<file path="src/rtl/irq_scheduler.sv">
// -----------------------------------------------------------------------------
// irq_scheduler
//
// Interrupt scheduler with one programmable periodic timer (channel 0) and
// NUM_SRC rising-edge external request channels (channels 1..NUM_SRC).
// Every channel has a vector, a mask bit and a pending bit. Fixed priority
// (lowest index wins) picks the channel to deliver. Delivery is a req/ack
// handshake with the control unit, and it is held off while r_k is non-zero.
//
// Ports
//   clock        in   single clock, all state on posedge
//   init_flag    in   asynchronous active-low reset
//   r_k          in   kernel register; non-zero blocks new delivery
//   SCHED_ENB    in   scheduler instruction valid
//   SCHED_conf   in   config instruction (ops need ENB and conf both high)
//   SCHED_OP     in   opcode
//   SCHED_sel    in   channel select, values above NUM_SRC make a no-op
//   SCHED_value  in   operand
//   src_req      in   external requests, rising-edge sensitive
//   int_ack      in   control unit accepted the current interrupt
//   int_req      out  interrupt request
//   int_pos      out  vector of the requested channel
//   int_id       out  channel being requested
//   sys_int_pos  out  syscall jump position
//   timer_int    out  timer pending bit
//   pending      out  raw pending bits
// -----------------------------------------------------------------------------
module irq_scheduler #(
    parameter int NUM_SRC        = 4,
    parameter int TIMER_WIDTH    = 32,
    parameter int DEFAULT_PERIOD = 50000000
) (
    input  logic                 clock,
    input  logic                 init_flag,
    input  logic [15:0]          r_k,
    input  logic                 SCHED_ENB,
    input  logic                 SCHED_conf,
    input  logic [3:0]           SCHED_OP,
    input  logic [3:0]           SCHED_sel,
    input  logic [15:0]          SCHED_value,
    input  logic [NUM_SRC-1:0]   src_req,
    input  logic                 int_ack,
    output logic                 int_req,
    output logic [15:0]          int_pos,
    output logic [3:0]           int_id,
    output logic [15:0]          sys_int_pos,
    output logic                 timer_int,
    output logic [NUM_SRC:0]     pending
);

    localparam logic [3:0] OP_SYS   = 4'b0001;
    localparam logic [3:0] OP_VEC   = 4'b0010;
    localparam logic [3:0] OP_PLO   = 4'b0011;
    localparam logic [3:0] OP_PHI   = 4'b0100;
    localparam logic [3:0] OP_EN    = 4'b0101;
    localparam logic [3:0] OP_DIS   = 4'b0110;
    localparam logic [3:0] OP_TRST  = 4'b0111;
    localparam logic [3:0] OP_MASK  = 4'b1000;
    localparam logic [3:0] OP_CLR   = 4'b1001;

    localparam logic [0:0] ST_IDLE  = 1'b0;
    localparam logic [0:0] ST_REQ   = 1'b1;

    localparam logic [TIMER_WIDTH-1:0] PERIOD_RST = TIMER_WIDTH'(DEFAULT_PERIOD);
    localparam logic [TIMER_WIDTH-1:0] ONE        = TIMER_WIDTH'(1);

    logic [15:0]            r_sys_int_pos;
    logic [15:0]            r_vec [NUM_SRC+1];
    logic [TIMER_WIDTH-1:0] r_period;
    logic [TIMER_WIDTH-1:0] r_count;
    logic [NUM_SRC:0]       r_mask;
    logic [NUM_SRC:0]       r_pend;
    logic [NUM_SRC-1:0]     r_src_prev;
    logic                   r_gen;
    logic [0:0]             r_state;
    logic                   r_int_req;
    logic [3:0]             r_int_id;
    logic [15:0]            r_int_pos;

    logic                   w_cfg;
    logic [NUM_SRC:0]       w_sel_hit;
    logic                   w_timer_run;
    logic                   w_expire;
    logic                   w_ack;
    logic [NUM_SRC:0]       w_set;
    logic [NUM_SRC:0]       w_clr;
    logic [NUM_SRC:0]       w_pend_nxt;
    logic [NUM_SRC:0]       w_eligible;
    logic [3:0]             w_winner;
    logic [15:0]            w_win_vec;

    assign w_cfg       = SCHED_ENB & SCHED_conf;
    assign w_timer_run = r_gen && (r_period != '0);
    // The >= compare lets a period shrunk below the current count wrap at once.
    assign w_expire    = w_timer_run && (r_count >= r_period - ONE);
    assign w_ack       = (r_state == ST_REQ) && int_ack;
    assign w_set       = {src_req & ~r_src_prev, w_expire};
    assign w_eligible  = r_pend & r_mask;

    // NOTE: every always_comb output gets a default first so no path leaves it
    // unassigned, which would otherwise infer a latch.
    always_comb begin
        w_sel_hit  = '0;
        w_clr      = '0;
        w_winner   = '0;
        w_win_vec  = '0;
        for (int i = 0; i <= NUM_SRC; i++) begin
            // Select values above NUM_SRC hit no channel, so the op is a no-op.
            w_sel_hit[i] = w_cfg && (SCHED_sel == 4'(i));
            w_clr[i]     = (w_ack && (r_int_id == 4'(i))) ||
                           (w_sel_hit[i] && (SCHED_OP == OP_CLR));
        end
        // Descending scan so the lowest eligible index is the last to write.
        for (int i = NUM_SRC; i >= 0; i--) begin
            if (w_eligible[i]) begin
                w_winner = 4'(i);
            end
        end
        for (int i = 0; i <= NUM_SRC; i++) begin
            if (w_winner == 4'(i)) begin
                w_win_vec = r_vec[i];
            end
        end
    end

    // A set event beats any clear, except that a timer reset beats expiry.
    always_comb begin
        w_pend_nxt = r_pend;
        for (int i = 0; i <= NUM_SRC; i++) begin
            if (w_set[i]) begin
                w_pend_nxt[i] = 1'b1;
            end else if (w_clr[i]) begin
                w_pend_nxt[i] = 1'b0;
            end
        end
        if (w_cfg && (SCHED_OP == OP_TRST)) begin
            w_pend_nxt[0] = 1'b0;
        end
    end

    // NOTE: sequential state uses non-blocking assignments so every register
    // samples the pre-edge values regardless of statement order.
    always_ff @(posedge clock or negedge init_flag) begin
        if (!init_flag) begin
            r_sys_int_pos <= '0;
            r_period      <= PERIOD_RST;
            r_count       <= '0;
            r_mask        <= '1;
            r_gen         <= 1'b0;
            // NOTE: the vector table is small and must read back as zero after
            // reset, so it is reset like ordinary flops rather than left as RAM.
            for (int i = 0; i <= NUM_SRC; i++) begin
                r_vec[i] <= '0;
            end
        end else begin
            if (w_cfg && (SCHED_OP == OP_SYS)) r_sys_int_pos <= SCHED_value;
            if (w_cfg && (SCHED_OP == OP_PLO)) r_period[15:0] <= SCHED_value;
            if (w_cfg && (SCHED_OP == OP_PHI)) begin
                r_period[TIMER_WIDTH-1:16] <= SCHED_value[TIMER_WIDTH-17:0];
            end
            if (w_cfg && (SCHED_OP == OP_EN))  r_gen <= 1'b1;
            if (w_cfg && (SCHED_OP == OP_DIS)) r_gen <= 1'b0;
            for (int i = 0; i <= NUM_SRC; i++) begin
                if (w_sel_hit[i] && (SCHED_OP == OP_VEC))  r_vec[i]  <= SCHED_value;
                if (w_sel_hit[i] && (SCHED_OP == OP_MASK)) r_mask[i] <= SCHED_value[0];
            end
            if (w_cfg && (SCHED_OP == OP_TRST)) begin
                r_count <= '0;
            end else if (w_expire) begin
                r_count <= '0;
            end else if (w_timer_run) begin
                r_count <= r_count + ONE;
            end
        end
    end

    always_ff @(posedge clock or negedge init_flag) begin
        if (!init_flag) begin
            r_pend     <= '0;
            r_src_prev <= '0;
        end else begin
            r_pend     <= w_pend_nxt;
            r_src_prev <= src_req;
        end
    end

    // Once in REQ the request is frozen; only int_ack (or reset) ends it.
    always_ff @(posedge clock or negedge init_flag) begin
        if (!init_flag) begin
            r_state   <= ST_IDLE;
            r_int_req <= 1'b0;
            r_int_id  <= '0;
            r_int_pos <= '0;
        end else begin
            case (r_state)
                ST_IDLE: begin
                    if (r_gen && (r_k == 16'h0000) && (|w_eligible)) begin
                        r_state   <= ST_REQ;
                        r_int_req <= 1'b1;
                        r_int_id  <= w_winner;
                        r_int_pos <= w_win_vec;
                    end
                end
                ST_REQ: begin
                    if (int_ack) begin
                        r_state   <= ST_IDLE;
                        r_int_req <= 1'b0;
                    end
                end
                default: r_state <= ST_IDLE;
            endcase
        end
    end

    assign int_req     = r_int_req;
    assign int_pos     = r_int_pos;
    assign int_id      = r_int_id;
    assign sys_int_pos = r_sys_int_pos;
    assign timer_int   = r_pend[0];
    assign pending     = r_pend;

endmodule
</file>
<file path="config.mk">
export PLATFORM = sky130hd
export DESIGN_NAME = irq_scheduler
export DESIGN_NICKNAME = d
export VERILOG_FILES = /design/src/rtl/irq_scheduler.sv
export SDC_FILE = /design/constraint.sdc
export NUM_CORES = 1
export LEC_CHECK = 0
export BUFFER_PORTS_ARGS = -buffer_cell sky130_fd_sc_hd__buf_4
export CAP_MARGIN = 30
export CORE_MARGIN = 8
export CORE_UTILIZATION = 60
export DETAILED_ROUTE_END_ITERATION = 12
export PLACE_DENSITY = 0.86
export SYNTH_ARGS = -nofsm -noshare
export SYNTH_HDL_FRONTEND = slang
export SYNTH_SLANG_ARGS = --single-unit
</file>
<file path="constraint.sdc">
create_clock -name clock -period 4.5 [get_ports clock]
set_input_delay 0.45 -clock clock [delete_from_list [all_inputs] [get_ports clock]]
set_output_delay 0.45 -clock clock [all_outputs]
set_load 0.01 [all_outputs]
</file>
After elaboration in Yosys (flattened, before gate mapping)
Cells that the tools add are included.
Cells by class
  magnitude comparators: 1
  bitwise logic cells: 5
  multiplexer cells: 32
  eq/ne operators: 23
  reductions and logical operators: 56
  add/subtract/negate cells: 2
Operator list (number)
  32-bit 2-to-1 mux: 3
  16-bit 2-to-1 mux: 5
  1-bit logical AND: 36
  32-bit by 1-bit adder with 32-bit output (second input constant): 1
  4-bit by 2-bit equality test with 1-bit output (second input constant): 8
  32-bit >= comparator: 1
  32-bit nonzero test: 1
  32-bit by 1-bit subtractor with 32-bit output (second input constant): 1
  4-bit by 3-bit equality test with 1-bit output (second input constant): 7
  1-bit 2-to-1 mux: 17
  4-bit by 1-bit equality test with 1-bit output (second input constant): 4
  16-bit zero test: 1
  3-bit 2-to-1 mux: 5
  4-bit zero test: 3
  2-bit nonzero test: 5
  4-bit equality test (second input constant): 2
  3-bit nonzero test: 2
  5-bit bitwise AND: 1
  1-bit logical OR: 5
  5-bit OR reduction: 1
  4-bit bitwise AND: 1
  2-bit inequality test (second input constant): 2
  4-bit NOT: 1
  1-bit one-hot mux with 2 select lines: 2
  other kinds (3): 4
Storage, ports and cells
  input port bits: 49
  register bits after elaboration: 197
  output and inout bits: 43

Depth between registers and ports, before layout
Gate-level depths: netlist of the first run.
  word-level depth: 12
  mapped depth: 15
  mapped depth without buffers: 13

Worst setup path before layout of the first run
Ideal clock, no wire load.
  path kind: flip-flop to flip-flop
  from: register r_period[6]
  to: register r_count[0]
  cell stages (with the launch flop): 15
  data arrival time: 3352 ps
  path slack: 1067 ps
  clock period less this slack: 3433 ps
  cells stage by stage: dfrtp_1 nor4_4 and4b_1 and3_1 buf_2 nand2_1 nor3_1 xnor2_1 ha_1 a21o_1 a21o_1 a221oi_1 o221ai_1 or4_1 a21oi_1
On the way
  longest elaborated chain between the ends: 5
  elaborated cells on any way between the ends: 8
Ends and longest elaborated chain
  start, declared: line 69  | logic [TIMER_WIDTH-1:0] r_period;
  start signal, assigned: line 157  | if (w_cfg && (SCHED_OP == OP_PLO)) r_period[15:0] <= SCHED_value;
  start signal, assigned by index: line 159  | r_period[TIMER_WIDTH-1:16] <= SCHED_value[TIMER_WIDTH-17:0];
  32-bit by 1-bit subtractor with 32-bit output / 32-bit nonzero test (equally long branches): line 95, 93
  32-bit >= comparator / 1-bit logical AND (equally long branches): line 95, 93
  1-bit logical AND: line 95  | assign w_expire = w_timer_run && (r_count >= r_period - ONE);
  32-bit 2-to-1 mux: line 169  | end else if (w_expire) begin
  32-bit 2-to-1 mux: line 167  | if (w_cfg && (SCHED_OP == OP_TRST)) begin
  end signal, assigned: line 172  | r_count <= r_count + ONE;
  end, declared: line 70  | logic [TIMER_WIDTH-1:0] r_count;
Parallel ways exist; a longest one is shown, timed or not.
A chain may end at the register's enable or synchronous reset.

Worst setup path after layout of the first run
  from: register r_period[6]
  to: register r_count[5]
The elaborated chain is that of the path after synthesis.

==> run_results.csv, run 1 <==
group,metric,value,unit
run_status,outcome,"completed",
floorplanning,start_util,0.611,
timing,tightest_slew,1.00,ns
floorplanning,rows,47,
yosys,ys_warn_count,0,
routing,avgRoutedWirePerCell,21.8,um
floorplanning,core_area,0.0165,mm2
routing,drc,0,
cts,clk_pin_slew_worst_paths,0.07,ns
yosys,synth-edff-count,0,
floorplanning,io_pins,92,
yosys,async_flop_share,1.00,
timing,rsz0062_at_grt,"false",
power,power.density,417,mW/mm2
cts,clockBufferDepth,2,
yosys,synth_area_leaders,"dfrtp_1 44%, mux2_2 14%, dfstp_2 4.4%",
global_route,grt_antenna_before_repair,0,
setup_path,critical_path_class,"reg -> reg",
cts,cts-buffers-inserted,17,
place,gp_congestion,0.917,
routing,drt_first_pass_iters,7,
routing,wl,25.6,mm
routing,vias,7445,
cts,cts_tree,"built",
power,post-layout-total-power,4850,uW
place,place_hpwl,17.2,mm
cts,cts_resized,0,
floorplanning,dieWidth,146,um
yosys,ys_seq_area_frac,0.488,
hold_path,min_path_type,"in -> async",
timing,slew_viol_final,0,
floorplanning,die_area,0.0212,mm2
timing,fin_tns_setup,0,ns
yosys,yosysTopAreaCellShare,0.443,
setup_path,cp.required,4.79,ns
setup_path,reg2reg_from,"r_period[6]",
yosys,synth_area,0.0101,mm2
cts,postCtsSetupBuffers,0,
cells_and_area,drive_gt1_frac,0.352,
yosys,synth_top_cell_by_area,"dfrtp_1",
yosys,ys_types,61,
timing,timing.slew.headroom,0.332,
global_route,globalRouteMet1Util,0.291,
setup_path,crit_path_start_kind,"register",
floorplanning,fp.dieH,146,um
cts,clk_latency,0.44,ns
cells_and_area,multi_input_area,0.00490,mm2
cts,clock-root-buffer,"clkbuf_16",
global_route,grt_usage,0.243,
timing,layout_min_cycle_time,4.08,ns
place,dpl.cell_count,1141,
timing,setup_slack,0.425,ns
cells_and_area,fillers,1132,
place,io_buffer_count,90,
cts,cts_sinks,196,
global_route,grt_pass1_wl,41.4,mm
yosys,synth_nets,937,
timing,setup_viol,0,
place,place_ws,0.471,ns
place,placed_area,0.0110,mm2
cells_and_area,area_growth,15.1,%
yosys,ys_seq_elements,196,
power,p_leak,0.00529,uW
global_route,grt_pass1_vias,7783,
global_route,met3_usage,0.0560,
yosys,syn_inst,854,
cells_and_area,final_area,0.0116,mm2
setup_path,crit_arrival,4.37,ns
cells_and_area,regArea,0.00493,mm2
yosys,avgSynthCellArea,11.8,um2
setup_path,cp-startpoint,"r_period[6]",
global_route,met2_usage,0.423,
routing,drtIter0Drc,713,
setup_path,r2r_slack,0.42,ns
cts,h-tree-depth,4,
timing,clock_skew,0.0141,ns
global_route,grt_max_degree,109,
timing,finalHoldViolations,0,
flow_run,maxCapViolations,0,
global_route,gr-total-overflow,0,
routing,final_antenna_net_count,0,
timing,fin_crit_sh,0.906,
routing,avgViaCountPerCell,6.34,
yosys,synth_ff_type,"dfrtp_1",
global_route,busiest_layer,"met2",
cells_and_area,layout.nets,1024,
cells_and_area,num_antenna_cells,0,
cts,ctsHoldBuffers,0,
setup_path,crit_path_end_kind,"register",
power,peakVddDrop,0.313,mV
cells_and_area,final_cells,1174,
timing,max_freq,0.245,GHz
setup_path,cp_max_fo,30,
-- cells by family (layout without fill, tap and decap cells) --
group	after synthesis	count (layout)	synth area share
adders and majority gates	34	34	0.0421
other	1	1	0.000371
buffers and inverters	60	160	0.0277
DFF	196	196	0.488
muxes	133	133	0.148
AOI/OAI and AO/OA	114	114	0.0899
xor gates and xnor gates	59	59	0.0512
and+or+nand+nor	257	257	0.153
-- registers in the layout (all words and copies together), names as in the netlist --
register and count:
r_mask 5, int_pos 16, int_id 3, r_vec 80, r_count 32, r_period 32, pending 5, r_gen 1
r_state 1, sys_int_pos 16, int_req 1, r_src_prev 4
-- cell usage after synthesis, drive strengths merged (16+ instances only) --
cell type  count
inv           24
buf           16
nand4         18
clkbuf        19
ha            34
mux2         133
dfstp         17
a222oi        16
nor2          45
nor4          17
xnor2         50
a21oi         22
dfrtp        179
nand3         22
nand2         75
nor3          45
-- routing by layer --
metal | vias to the layer above | share of wire
met2 | 291 | 0.52
met5 | - | 0
met1 | 3768 | 0.40
met3 | 56 | 0.059
li1 | 3330 | -
met4 | 0 | 0.023
-- power breakdown --
| part | switching, uW | internal (uW) |
|---|---|---|
| sequential | 301 | 1980 |
| clock | 724 | 857 |
| combinational | 501 | 487 |
| total | 1530 | 3320 |
-- cell usage in the layout (no fill, tap or decap), drive strengths merged, types with 9 or more instances in the layout --
master	count
xnor2	50
a21oi	22
buf	101
nor2	45
ha	34
nor3	45
xor2	9
a2111oi	9
nand4	18
nor4	17
clkbuf	21
nand3	22
mux2	133
dfrtp	179
o21ai	12
nand2	75
dfstp	17
inv	29
a222oi	16
a211oi	12
a41oi	12
-- layout make-up --
type / instances / share of cell area
clock buffer: 19 / 0.0381
clock inverter: 13 / 0.0147
inverter: 25 / 0.00807
multi-input combinational: 598 / 0.421
sequential: 196 / 0.424
tap: 220 / 0.0237
timing repair buffer: 103 / 0.0703
-- path summary, 6_finish.rpt --
check | to | depth (start not counted)
max | r_count[5] | 13
min | r_count[24] | 1
max reg2reg | r_count[5] | 13
min reg2reg | pending[4] | 1
max in group asynchronous | r_vec[27] | 2
min in group clock | r_src_prev[3] | 1
-- worst max-delay path: stages, from the launching register on --
cell,delay [ns]
dfrtp_1,0.46
nor4_4,0.43
and4b_1,0.29
and3_1,0.27
nand2_1,0.14
nor4_1,0.25
xnor2_1,0.11
ha_1,0.32
nand4_1,0.15
nor4_1,0.39
nand2_1,0.09
o221ai_1,0.33
o21ba_4,0.59
nor3_2,0.10
-- metrics by stage --
step | utilization | hold WS [ns]
3_3_place_gp | 0.664 | 0.404
2_1_floorplan | - | 0.154
6_report | 0.704 | 0.115
3_5_place_dp | 0.665 | 0.415
5_1_grt | 0.704 | 0.108
4_1_cts | 0.702 | 0.116
(Power assumes the default switching activity.)
==> inputs of run 2 (changes only) <==
--- a/config.mk
+++ b/config.mk
@@ -5,7 +5,7 @@
 export SDC_FILE = /design/constraint.sdc
 export NUM_CORES = 1
 export LEC_CHECK = 0
-export BUFFER_PORTS_ARGS = -buffer_cell sky130_fd_sc_hd__buf_4
+export BUFFER_PORTS_ARGS = -buffer_cell sky130_fd_sc_hd__buf_2
 export CAP_MARGIN = 30
 export CORE_MARGIN = 8
 export CORE_UTILIZATION = 60
==> run 2 against run 1 <==
Net effect: non-clock buffer count stayed put; via count is 0.64% lower; die area stayed put; register-to-register slack hardly changed; clock power hardly changed; wire length is 1.9% lower; first-iteration DRC count is 12% lower; utilization is 1.4 points lower; critical path type unchanged.
==> run_results.csv, run 2 (synthesized netlist as in run 1, its figures left out) <==
group,metric,value,unit
cts,ctsHoldBuffers,0,
cells_and_area,num_antenna_cells,0,
cells_and_area,drive_gt1_frac,0.354,
global_route,gr-total-overflow,0,
run_status,outcome,"completed",
routing,avgViaCountPerCell,6.30,
floorplanning,io_pins,92,
setup_path,reg2reg_depth,13,
power,power.density,424,mW/mm2
cells_and_area,area_growth,12.8,%
global_route,grt_usage,0.241,
setup_path,crit_arrival,4.39,ns
cells_and_area,final_cells,1174,
cells_and_area,layout.nets,1024,
routing,drc,0,
timing,fin_crit_sh,0.909,
cts,h-tree-depth,4,
place,place_ws,0.476,ns
cts,cts-buffers-inserted,17,
cts,cts_sinks,196,
cts,cts_tree,"built",
routing,final_antenna_net_count,0,
cts,cts_resized,0,
timing,fin_tns_setup,0,ns
timing,setup_viol,0,
global_route,grt_pass1_wl,40.8,mm
floorplanning,rows,47,
timing,slew_viol_final,0,
cells_and_area,largest_reg_flops,80,
timing,tightest_slew,0.921,ns
flow_run,maxCapViolations,0,
timing,max_freq,0.245,GHz
timing,rsz0062_at_grt,"false",
hold_path,min_path_type,"in -> async",
timing,layout_min_cycle_time,4.09,ns
global_route,grt_max_degree,106,
power,p_leak,0.00524,uW
setup_path,cp_max_fo,30,
global_route,grt_antenna_before_repair,0,
routing,wl,25.1,mm
routing,drtIter0Drc,631,
place,place_hpwl,16.8,mm
timing,setup_slack,0.411,ns
place,gp_congestion,0.887,
power,peakVddDrop,0.310,mV
cts,clock-root-buffer,"clkbuf_16",
cells_and_area,final_cell_mix,"179 x dfrtp_1, 129 x mux2_2, 89 x buf_2",
global_route,grt_pass1_vias,7765,
timing,finalHoldViolations,0,
routing,vias,7397,
timing,clock_skew,0.0143,ns
cells_and_area,regMostFlops,"r_vec",
timing,timing.slew.headroom,0.386,
cells_and_area,final_common_cell,"dfrtp_1",
routing,avgRoutedWirePerCell,21.4,um
setup_path,crit_path_end_kind,"register",
floorplanning,start_util,0.611,
cts,clk_latency,0.45,ns
floorplanning,core_area,0.0165,mm2
setup_path,crit_path_start_kind,"register",
cts,clockBufferDepth,2,
place,dpl.cell_count,1141,
setup_path,critical_path_class,"reg -> reg",
floorplanning,dieWidth,146,um
cells_and_area,top_regs,"r_vec: 80 flops, r_count: 32 flops, r_period: 32 flops",
cts,clk_pin_slew_worst_paths,0.08,ns
cells_and_area,fillers,1153,
floorplanning,die_area,0.0212,mm2
setup_path,cp.required,4.80,ns
routing,drt_first_pass_iters,6,
floorplanning,fp.dieH,146,um
place,io_buffer_count,90,
cts,postCtsSetupBuffers,0,
-- run 2: cell count changes in the layout (fill, tap and decap cells not counted), moves of 2 or more --
cell        before  now
buf_2            0   89
buf_4           99   12
bufinv_16        2    0
clkinv_8         2    6
clkinvlp_4       3    0
inv_12           0    4
inv_8            3    1
-- run 2: metrics by stage --
step | instance area [um2] | hold slack [ns] | util | power (uW)
global route | 11400 | 0.104 | 0.690 | 5060
CTS | 11400 | 0.105 | 0.689 | 4840
detailed placement | 10700 | 0.427 | 0.650 | 3240
floorplan | 10100 | 0.154 | - | 2890
finish | 11400 | 0.0971 | 0.690 | 4830
global placement | 10700 | 0.403 | 0.650 | 3190
-- run 2: path summary, 6_finish.rpt --
check	startpoint	endpoint	slack, ns
setup / recovery	r_period[2]	r_count[9]	0.41
max in group asynchronous	init_flag	r_period[20]	3.39
min in group clock	src_req[3]	r_src_prev[3]	0.12
hold reg to reg	r_src_prev[2]	pending[3]	0.44
setup reg to reg	r_period[2]	r_count[9]	0.41
hold / removal	init_flag	r_count[28]	0.1
-- run 2: worst max-delay path, stage by stage, from the launching register on --
cell	delay [ns]
dfrtp_1	0.44
or3_1	0.42
or3_1	0.40
nor4_1	0.36
nand2b_1	0.15
nor4_2	0.18
xnor2_1	0.10
ha_1	0.30
nand4_1	0.13
nor3_1	0.32
nand2_1	0.10
o221ai_1	0.33
o21ba_4	0.59
nor3_2	0.09
-- run 2: metal layers --
layer  vias to the layer above  wire length, um  part of all wire  GRT usage
met5                         -                0                 0          0
met4                         0              563             0.022     0.0895
met3                        52             1260             0.050     0.0473
met2                       270            13000              0.52      0.420
met1                      3756            10300              0.41      0.291
li1                       3319                -                 -          -
-- run 2: where the power goes --
part	switching, uW	internal, uW	leakage, uW	total (uW)
clock	818	775	0.000304	1590
combinational	502	454	0.00237	956
sequential	302	1980	0.00256	2280
-- run 2: area by class of cell --
type	count	area, um2	area share
flip-flops and latches	196	4930	0.432
multi-input cells	598	4900	0.430
repair buffers	103	564	0.0495
clock buffers	17	425	0.0373
well taps	220	275	0.0242
clock inverters	15	209	0.0183
inverters	25	93.8	0.00823
